### src/rtl/approx_mul_pkg.sv
// rtl/approx_mul_pkg.sv - shared mode encoding, pipeline depth and column-mask helper for approx_mul_pipe
// Contents: MODE_EXACT / MODE_APPROX tag values, PIPE_LAT stage count,
//           col_mask(k, approx_cols) = 1 when product column k is OR-compressed.
package approx_mul_pkg;

    localparam logic MODE_EXACT  = 1'b0;
    localparam logic MODE_APPROX = 1'b1;

    localparam int PIPE_LAT = 3;

    function automatic logic col_mask(input int k, input int approx_cols);
        return (k < approx_cols);
    endfunction

endpackage

### src/rtl/pp_col_compress.sv
// rtl/pp_col_compress.sv - partial-product column compressor: OR of low columns, arithmetic sum of high columns
// Ports:
//   a, b      in   WIDTH     unsigned operands
//   low_or    out  2*WIDTH   bit k = OR of column k for k < APPROX_COLS, else 0
//   high_sum  out  2*WIDTH   arithmetic sum of all pp bits in columns k >= APPROX_COLS
module pp_col_compress
    import approx_mul_pkg::*;
#(
    parameter int WIDTH       = 8,
    parameter int APPROX_COLS = 7
) (
    input  logic [WIDTH-1:0]   a,
    input  logic [WIDTH-1:0]   b,
    output logic [2*WIDTH-1:0] low_or,
    output logic [2*WIDTH-1:0] high_sum
);

    localparam int PW = 2 * WIDTH;

    always_comb begin
        low_or   = '0;
        high_sum = '0;
        for (int i = 0; i < WIDTH; i++) begin
            for (int j = 0; j < WIDTH; j++) begin
                if (col_mask(i + j, APPROX_COLS)) begin
                    low_or[i+j] = low_or[i+j] | (a[j] & b[i]);
                end else if (a[j] & b[i]) begin
                    high_sum = high_sum + (PW'(1) << (i + j));
                end
            end
        end
    end

endmodule

### src/rtl/approx_mul_pipe.sv
// rtl/approx_mul_pipe.sv - 3-stage valid/ready pipelined multiplier with exact or low-column OR-approximate mode
// Ports:
//   CLK, RST              clock (rising edge), asynchronous active-high reset
//   in_valid/in_ready     operand handshake; in_a, in_b operands, in_mode 0 exact / 1 approximate
//   out_valid/out_ready   result handshake; out_p product, out_err exact minus approximate, out_mode tag
//   stat_cnt              saturating count of completed output transfers
module approx_mul_pipe
    import approx_mul_pkg::*;
#(
    parameter int WIDTH       = 8,
    parameter int APPROX_COLS = 7,
    parameter int CNT_W       = 32
) (
    input  logic                 CLK,
    input  logic                 RST,
    input  logic                 in_valid,
    output logic                 in_ready,
    input  logic [WIDTH-1:0]     in_a,
    input  logic [WIDTH-1:0]     in_b,
    input  logic                 in_mode,
    output logic                 out_valid,
    input  logic                 out_ready,
    output logic [2*WIDTH-1:0]   out_p,
    output logic [2*WIDTH-1:0]   out_err,
    output logic                 out_mode,
    output logic [CNT_W-1:0]     stat_cnt
);

    localparam int PW = 2 * WIDTH;

    logic adv1, adv2, adv3;

    logic             v1_q, v1_d, v2_q, v2_d, v3_q, v3_d;
    logic [WIDTH-1:0] a1_q, a1_d, b1_q, b1_d;
    logic             m1_q, m1_d, m2_q, m2_d, m3_q, m3_d;
    logic [PW-1:0]    or2_q, or2_d, hi2_q, hi2_d, ex2_q, ex2_d;
    logic [PW-1:0]    p3_q, p3_d, err3_q, err3_d;
    logic [CNT_W-1:0] cnt_q, cnt_d;

    logic [PW-1:0]    low_or_c, high_sum_c, approx_c;

    pp_col_compress #(
        .WIDTH       (WIDTH),
        .APPROX_COLS (APPROX_COLS)
    ) u_compress (
        .a        (a1_q),
        .b        (b1_q),
        .low_or   (low_or_c),
        .high_sum (high_sum_c)
    );

    // low_or only has bits below APPROX_COLS and high_sum is a multiple of
    // 2^APPROX_COLS, so OR-ing them is the same as adding them.
    assign approx_c = or2_q | hi2_q;

    // Bubble-collapsing advance: a stage may load whenever it is empty or
    // the stage below it is moving.
    always_comb begin
        adv3 = !v3_q || out_ready;
        adv2 = !v2_q || adv3;
        adv1 = !v1_q || adv2;
    end

    always_comb begin
        v1_d   = v1_q;
        a1_d   = a1_q;
        b1_d   = b1_q;
        m1_d   = m1_q;
        v2_d   = v2_q;
        or2_d  = or2_q;
        hi2_d  = hi2_q;
        ex2_d  = ex2_q;
        m2_d   = m2_q;
        v3_d   = v3_q;
        p3_d   = p3_q;
        err3_d = err3_q;
        m3_d   = m3_q;
        cnt_d  = cnt_q;

        if (adv1) begin
            v1_d = in_valid;
            a1_d = in_a;
            b1_d = in_b;
            m1_d = in_mode;
        end

        if (adv2) begin
            v2_d  = v1_q;
            or2_d = low_or_c;
            hi2_d = high_sum_c;
            ex2_d = PW'(a1_q) * PW'(b1_q);
            m2_d  = m1_q;
        end

        if (adv3) begin
            v3_d = v2_q;
            m3_d = m2_q;
            if (m2_q == MODE_EXACT) begin
                p3_d   = ex2_q;
                err3_d = '0;
            end else begin
                p3_d   = approx_c;
                err3_d = ex2_q - approx_c;
            end
        end

        if (v3_q && out_ready && (cnt_q != {CNT_W{1'b1}})) begin
            cnt_d = cnt_q + CNT_W'(1);
        end
    end

    always_ff @(posedge CLK or posedge RST) begin
        if (RST) begin
            v1_q   <= 1'b0;
            a1_q   <= '0;
            b1_q   <= '0;
            m1_q   <= 1'b0;
            v2_q   <= 1'b0;
            or2_q  <= '0;
            hi2_q  <= '0;
            ex2_q  <= '0;
            m2_q   <= 1'b0;
            v3_q   <= 1'b0;
            p3_q   <= '0;
            err3_q <= '0;
            m3_q   <= 1'b0;
            cnt_q  <= '0;
        end else begin
            v1_q   <= v1_d;
            a1_q   <= a1_d;
            b1_q   <= b1_d;
            m1_q   <= m1_d;
            v2_q   <= v2_d;
            or2_q  <= or2_d;
            hi2_q  <= hi2_d;
            ex2_q  <= ex2_d;
            m2_q   <= m2_d;
            v3_q   <= v3_d;
            p3_q   <= p3_d;
            err3_q <= err3_d;
            m3_q   <= m3_d;
            cnt_q  <= cnt_d;
        end
    end

    assign in_ready  = adv1;
    assign out_valid = v3_q;
    assign out_p     = p3_q;
    assign out_err   = err3_q;
    assign out_mode  = m3_q;
    assign stat_cnt  = cnt_q;

endmodule
### config.mk
export PLATFORM = sky130hd
export DESIGN_NAME = approx_mul_pipe
export DESIGN_NICKNAME = d
export VERILOG_FILES = /design/src/rtl/approx_mul_pkg.sv /design/src/rtl/pp_col_compress.sv /design/src/rtl/approx_mul_pipe.sv
export SDC_FILE = /design/constraint.sdc
export NUM_CORES = 1
export LEC_CHECK = 0
export ABC_AREA = 1
export CORE_MARGIN = 10
export CORE_UTILIZATION = 65
export CTS_CLUSTER_DIAMETER = 100
export DETAILED_ROUTE_END_ITERATION = 10
export DONT_BUFFER_PORTS = 1
export PLACE_DENSITY = 0.78
export SETUP_SLACK_MARGIN = 0.15
export SLEW_MARGIN = 30
export SYNTH_ARGS = -nofsm -noshare
export SYNTH_HDL_FRONTEND = slang
export SYNTH_SLANG_ARGS = --single-unit
### constraint.sdc
create_clock -name CLK -period 11.86 [get_ports CLK]
set_input_delay 2.965 -clock CLK [delete_from_list [all_inputs] [get_ports CLK]]
set_output_delay 2.965 -clock CLK [all_outputs]
set_load 0.01 [all_outputs]
==> reports/metrics.yaml <==
synth_area_per_cell_sq_um: 6.74
power_density_nw_per_um2: 195
syn_nets: 1973
critPathKind: "reg -> reg"
vias: 11100
grt_max_degree: 71
drcViolationCount: 0
vias_per_cell: 5.29
antenna_found_initial: 7
clk_latency_ps: 420
clkPwrFrac: 0.196
tritoncts: "done"
ys_ff_latch: 116
p_leak_nw: 7.76
outcome: "finished, final reports clean"
p_comb_frac: 0.566
post_drt_wl_per_cell_um: 13.2
arrival_ps: 11480
syn_area_sq_um: 12300
clkTransAtPathRegs_ps: 60
final_nets: 1993
period_share: 0.943
die_area_sq_um: 24900
core_area_sq_um: 18600
dpl_worst_slack_ps: -31.2
yosysWarnings: 0
areaGrowthSynthToFinish_pct: 11.1
clockRootBuffer: "clkbuf_16"
cts-htree-levels: 4
cts_inserted_buffers: 17
io_pins: 88
internal_power_w: 0.00143
reg2reg_setup_slack_ps: 680
drive_above_1_share: 0.183
grt_use_total: 0.224
layout_setup_ws_ps: 676
postPlaceCellArea_sq_um: 12500
maxCapViolCount: 0
crit_slowest_cell: "fa_1"
hold_class: "reg -> reg"
critPathRequiredTime_ps: 12160
yosysUniqueCellTypes: 51
vdd_drop_max_v: 0.000103
fp.dieW_um: 158
drt_first_iter_violations: 469
drtAntennaViolNets: 0
seq_area_frac_synth: 0.236
synthCells: 1828
crit_top_cell: "nand2_2"
die_y_um: 158
fmax_ghz: 0.0894
slew_violations: 0
hold_viol: 0
fp-row-count: 50
cp_top_family: "simple AND/OR/NAND/NOR gates"
finalSetupViolations: 0
cpPeakStageDelay_ps: 570
start_kind: "flop"
grt_pass1_wl_um: 46500
cp_num_buf_inv: 14
sw_frac_of_total: 0.464
grt_remaining_overflow: 0
grt_pass1_vias: 10500
firstDrtPassIters: 5
min_period_ps: 11180
n_fill_cell: 1497
place_hpwl_um: 21500
clock_path_buffers: 2
tightest_slew_ps: 809
place_congestion: 0.871
fin_skew_ps: 7.04
final_area_sq_um: 13700
cts_sinks: 116
power_frac_seq: 0.238
wirelength_um: 27700
io_buffers: 0
critPathCaptureType: "flop"
slew_headroom: 0.457
cp_max_fo: 5
initial_core_util: 0.661
power.net_switching_w: 0.00124
## worst register-to-register path, delay by kind of cell (launching register included)
| kind | cells | cell delay, ps |
|---|---|---|
| simple gates | 65 | 6560 |
| fa+ha+maj | 12 | 3020 |
| buf+inv | 14 | 830 |
| flops | 1 | 440 |
| compound gates | 2 | 260 |
## flip-flops by register name (all words and copies together) (netlist names)
| name | flops |
|---|---|
| a1_q | 8 |
| hi2_q | 9 |
| b1_q | 8 |
| out_mode | 1 |
| out_err | 15 |
| v1_q | 1 |
| out_valid | 1 |
| m1_q | 1 |
| v2_q | 1 |
| out_p | 16 |
| stat_cnt | 32 |
| ex2_q | 16 |
| or2_q | 6 |
| m2_q | 1 |
## metal layers
layer,GRT usage,wire (um),up-vias
li1,-,-,5745
met1,0.258,11600,5081
met2,0.397,13600,221
met3,0.0670,2030,45
met4,0.0499,409,8
met5,0,59,-
## timing repair
action                                  in CTS  in global routing
setup buffers                                6                 22
endpoints found under the setup margin       2                  3
hold buffers                                 0                  0
gates resized for setup                      7                 87
pin swaps                                    3                 41
endpoints found under the hold margin        0                  0
gates cloned                                 0                  0
## cell usage after synthesis, drive strengths merged
master  instances  area, sq um
a211oi          2         15.0
a21o            1         7.51
a21oi          47          235
a22o            1         8.76
a31oi           2         12.5
a41oi           1         8.76
buf            13          111
clkbuf         21         88.8
clkinv          5         20.0
conb            1         3.75
dfrtp         116         2900
fa             36          721
ha             88         1100
inv           361         1360
mux2           16          180
nand2         565         2390
nand3         184         1170
nand3b         14          105
nand4          15         93.8
nor2          171          672
nor3           16         85.1
nor4            7         43.8
o211ai          2         15.0
o21a            1         8.76
o21ai          69          364
o21bai          4         30.0
o22ai           2         12.5
o31ai           8         60.1
o41ai           1         8.76
or2            14         87.6
or3             1         6.26
or4             1         7.51
xnor2          12          105
xor2           30          270
## power groups by stage
stage	logic, W	registers (W)	clock network (W)
CTS	0.00140	0.000637	0.000529
global route	0.00176	0.000653	0.000554
finish	0.00151	0.000636	0.000525
floorplan	0.00117	0.000589	0
detailed placement	0.00137	0.000644	0
global placement	0.00132	0.000642	0
## layout by cell type, fill, tap and decap left out, types with 5 or more instances in the layout
master	Yosys	final
or2_4	0	6
o21ai_1	11	8
or2_2	11	6
nor2_2	12	15
xor2_1	29	29
nor3_1	15	15
nand3_2	48	48
nand3_4	1	12
ha_1	88	82
nand2_1	471	440
fa_1	36	36
nand2_4	5	16
nand4_1	15	15
ha_4	0	5
dfrtp_1	116	113
nand2_2	88	108
clkbuf_16	0	17
o31ai_1	8	8
mux2_2	16	16
a21oi_1	47	47
buf_4	6	33
xnor2_1	12	12
inv_1	339	333
o21ai_0	55	55
nand3b_1	14	14
nor4_1	7	7
inv_2	22	27
nand3_1	135	124
nor2_1	159	155
## path summary, 6_finish.rpt
check	to	depth (start not counted)	start
worst max-delay path	hi2_q[15]	93	b1_q[0]
worst min-delay path	out_valid	2	v2_q
worst max register to register	hi2_q[15]	93	b1_q[0]
worst min register to register	out_valid	2	v2_q
max in group asynchronous	a1_q[7]	2	RST
min in group asynchronous	stat_cnt[29]	1	RST
## through the flow
stage / setup TNS, ps / hold WS (ps) / total power, W / utilization / std cells
2_1_floorplan: 0 / 423 / 0.00175 / - / 1828
3_3_place_gp: 0 / 464 / 0.00196 / 0.669 / 2035
3_5_place_dp: -31.2 / 464 / 0.00202 / 0.669 / 2035
4_1_cts: 0 / 502 / 0.00256 / 0.705 / 2072
5_1_grt: -138 / 533 / 0.00296 / 0.734 / 2094
6_report: 0 / 502 / 0.00267 / 0.734 / 2098
## area by class of cell
type	count	area, sq um	area share
clock inverter	11	151	0.0111
sequential	116	2910	0.212
clock buffer	20	457	0.0334
timing repair buffer	35	270	0.0197
inverter	366	1380	0.101
tap	234	293	0.0214
antenna	4	10.0	0.000731
multi-input combinational	1312	8220	0.601
## kinds of logic (layout without fill, tap and decap cells)
kind of cell,count (synthesis),count (layout),synth area share
buffers and inverters,400,432,0.128
adder cells (fa/ha/maj),124,124,0.148
AND/OR/NAND/NOR,988,988,0.379
XOR/XNOR,42,42,0.0305
multiplexers,16,16,0.0146
AO/OA/AOI/OAI,141,141,0.0639
flip-flops,116,116,0.236
other,1,5,0.000304
(Power assumes the default switching activity.)
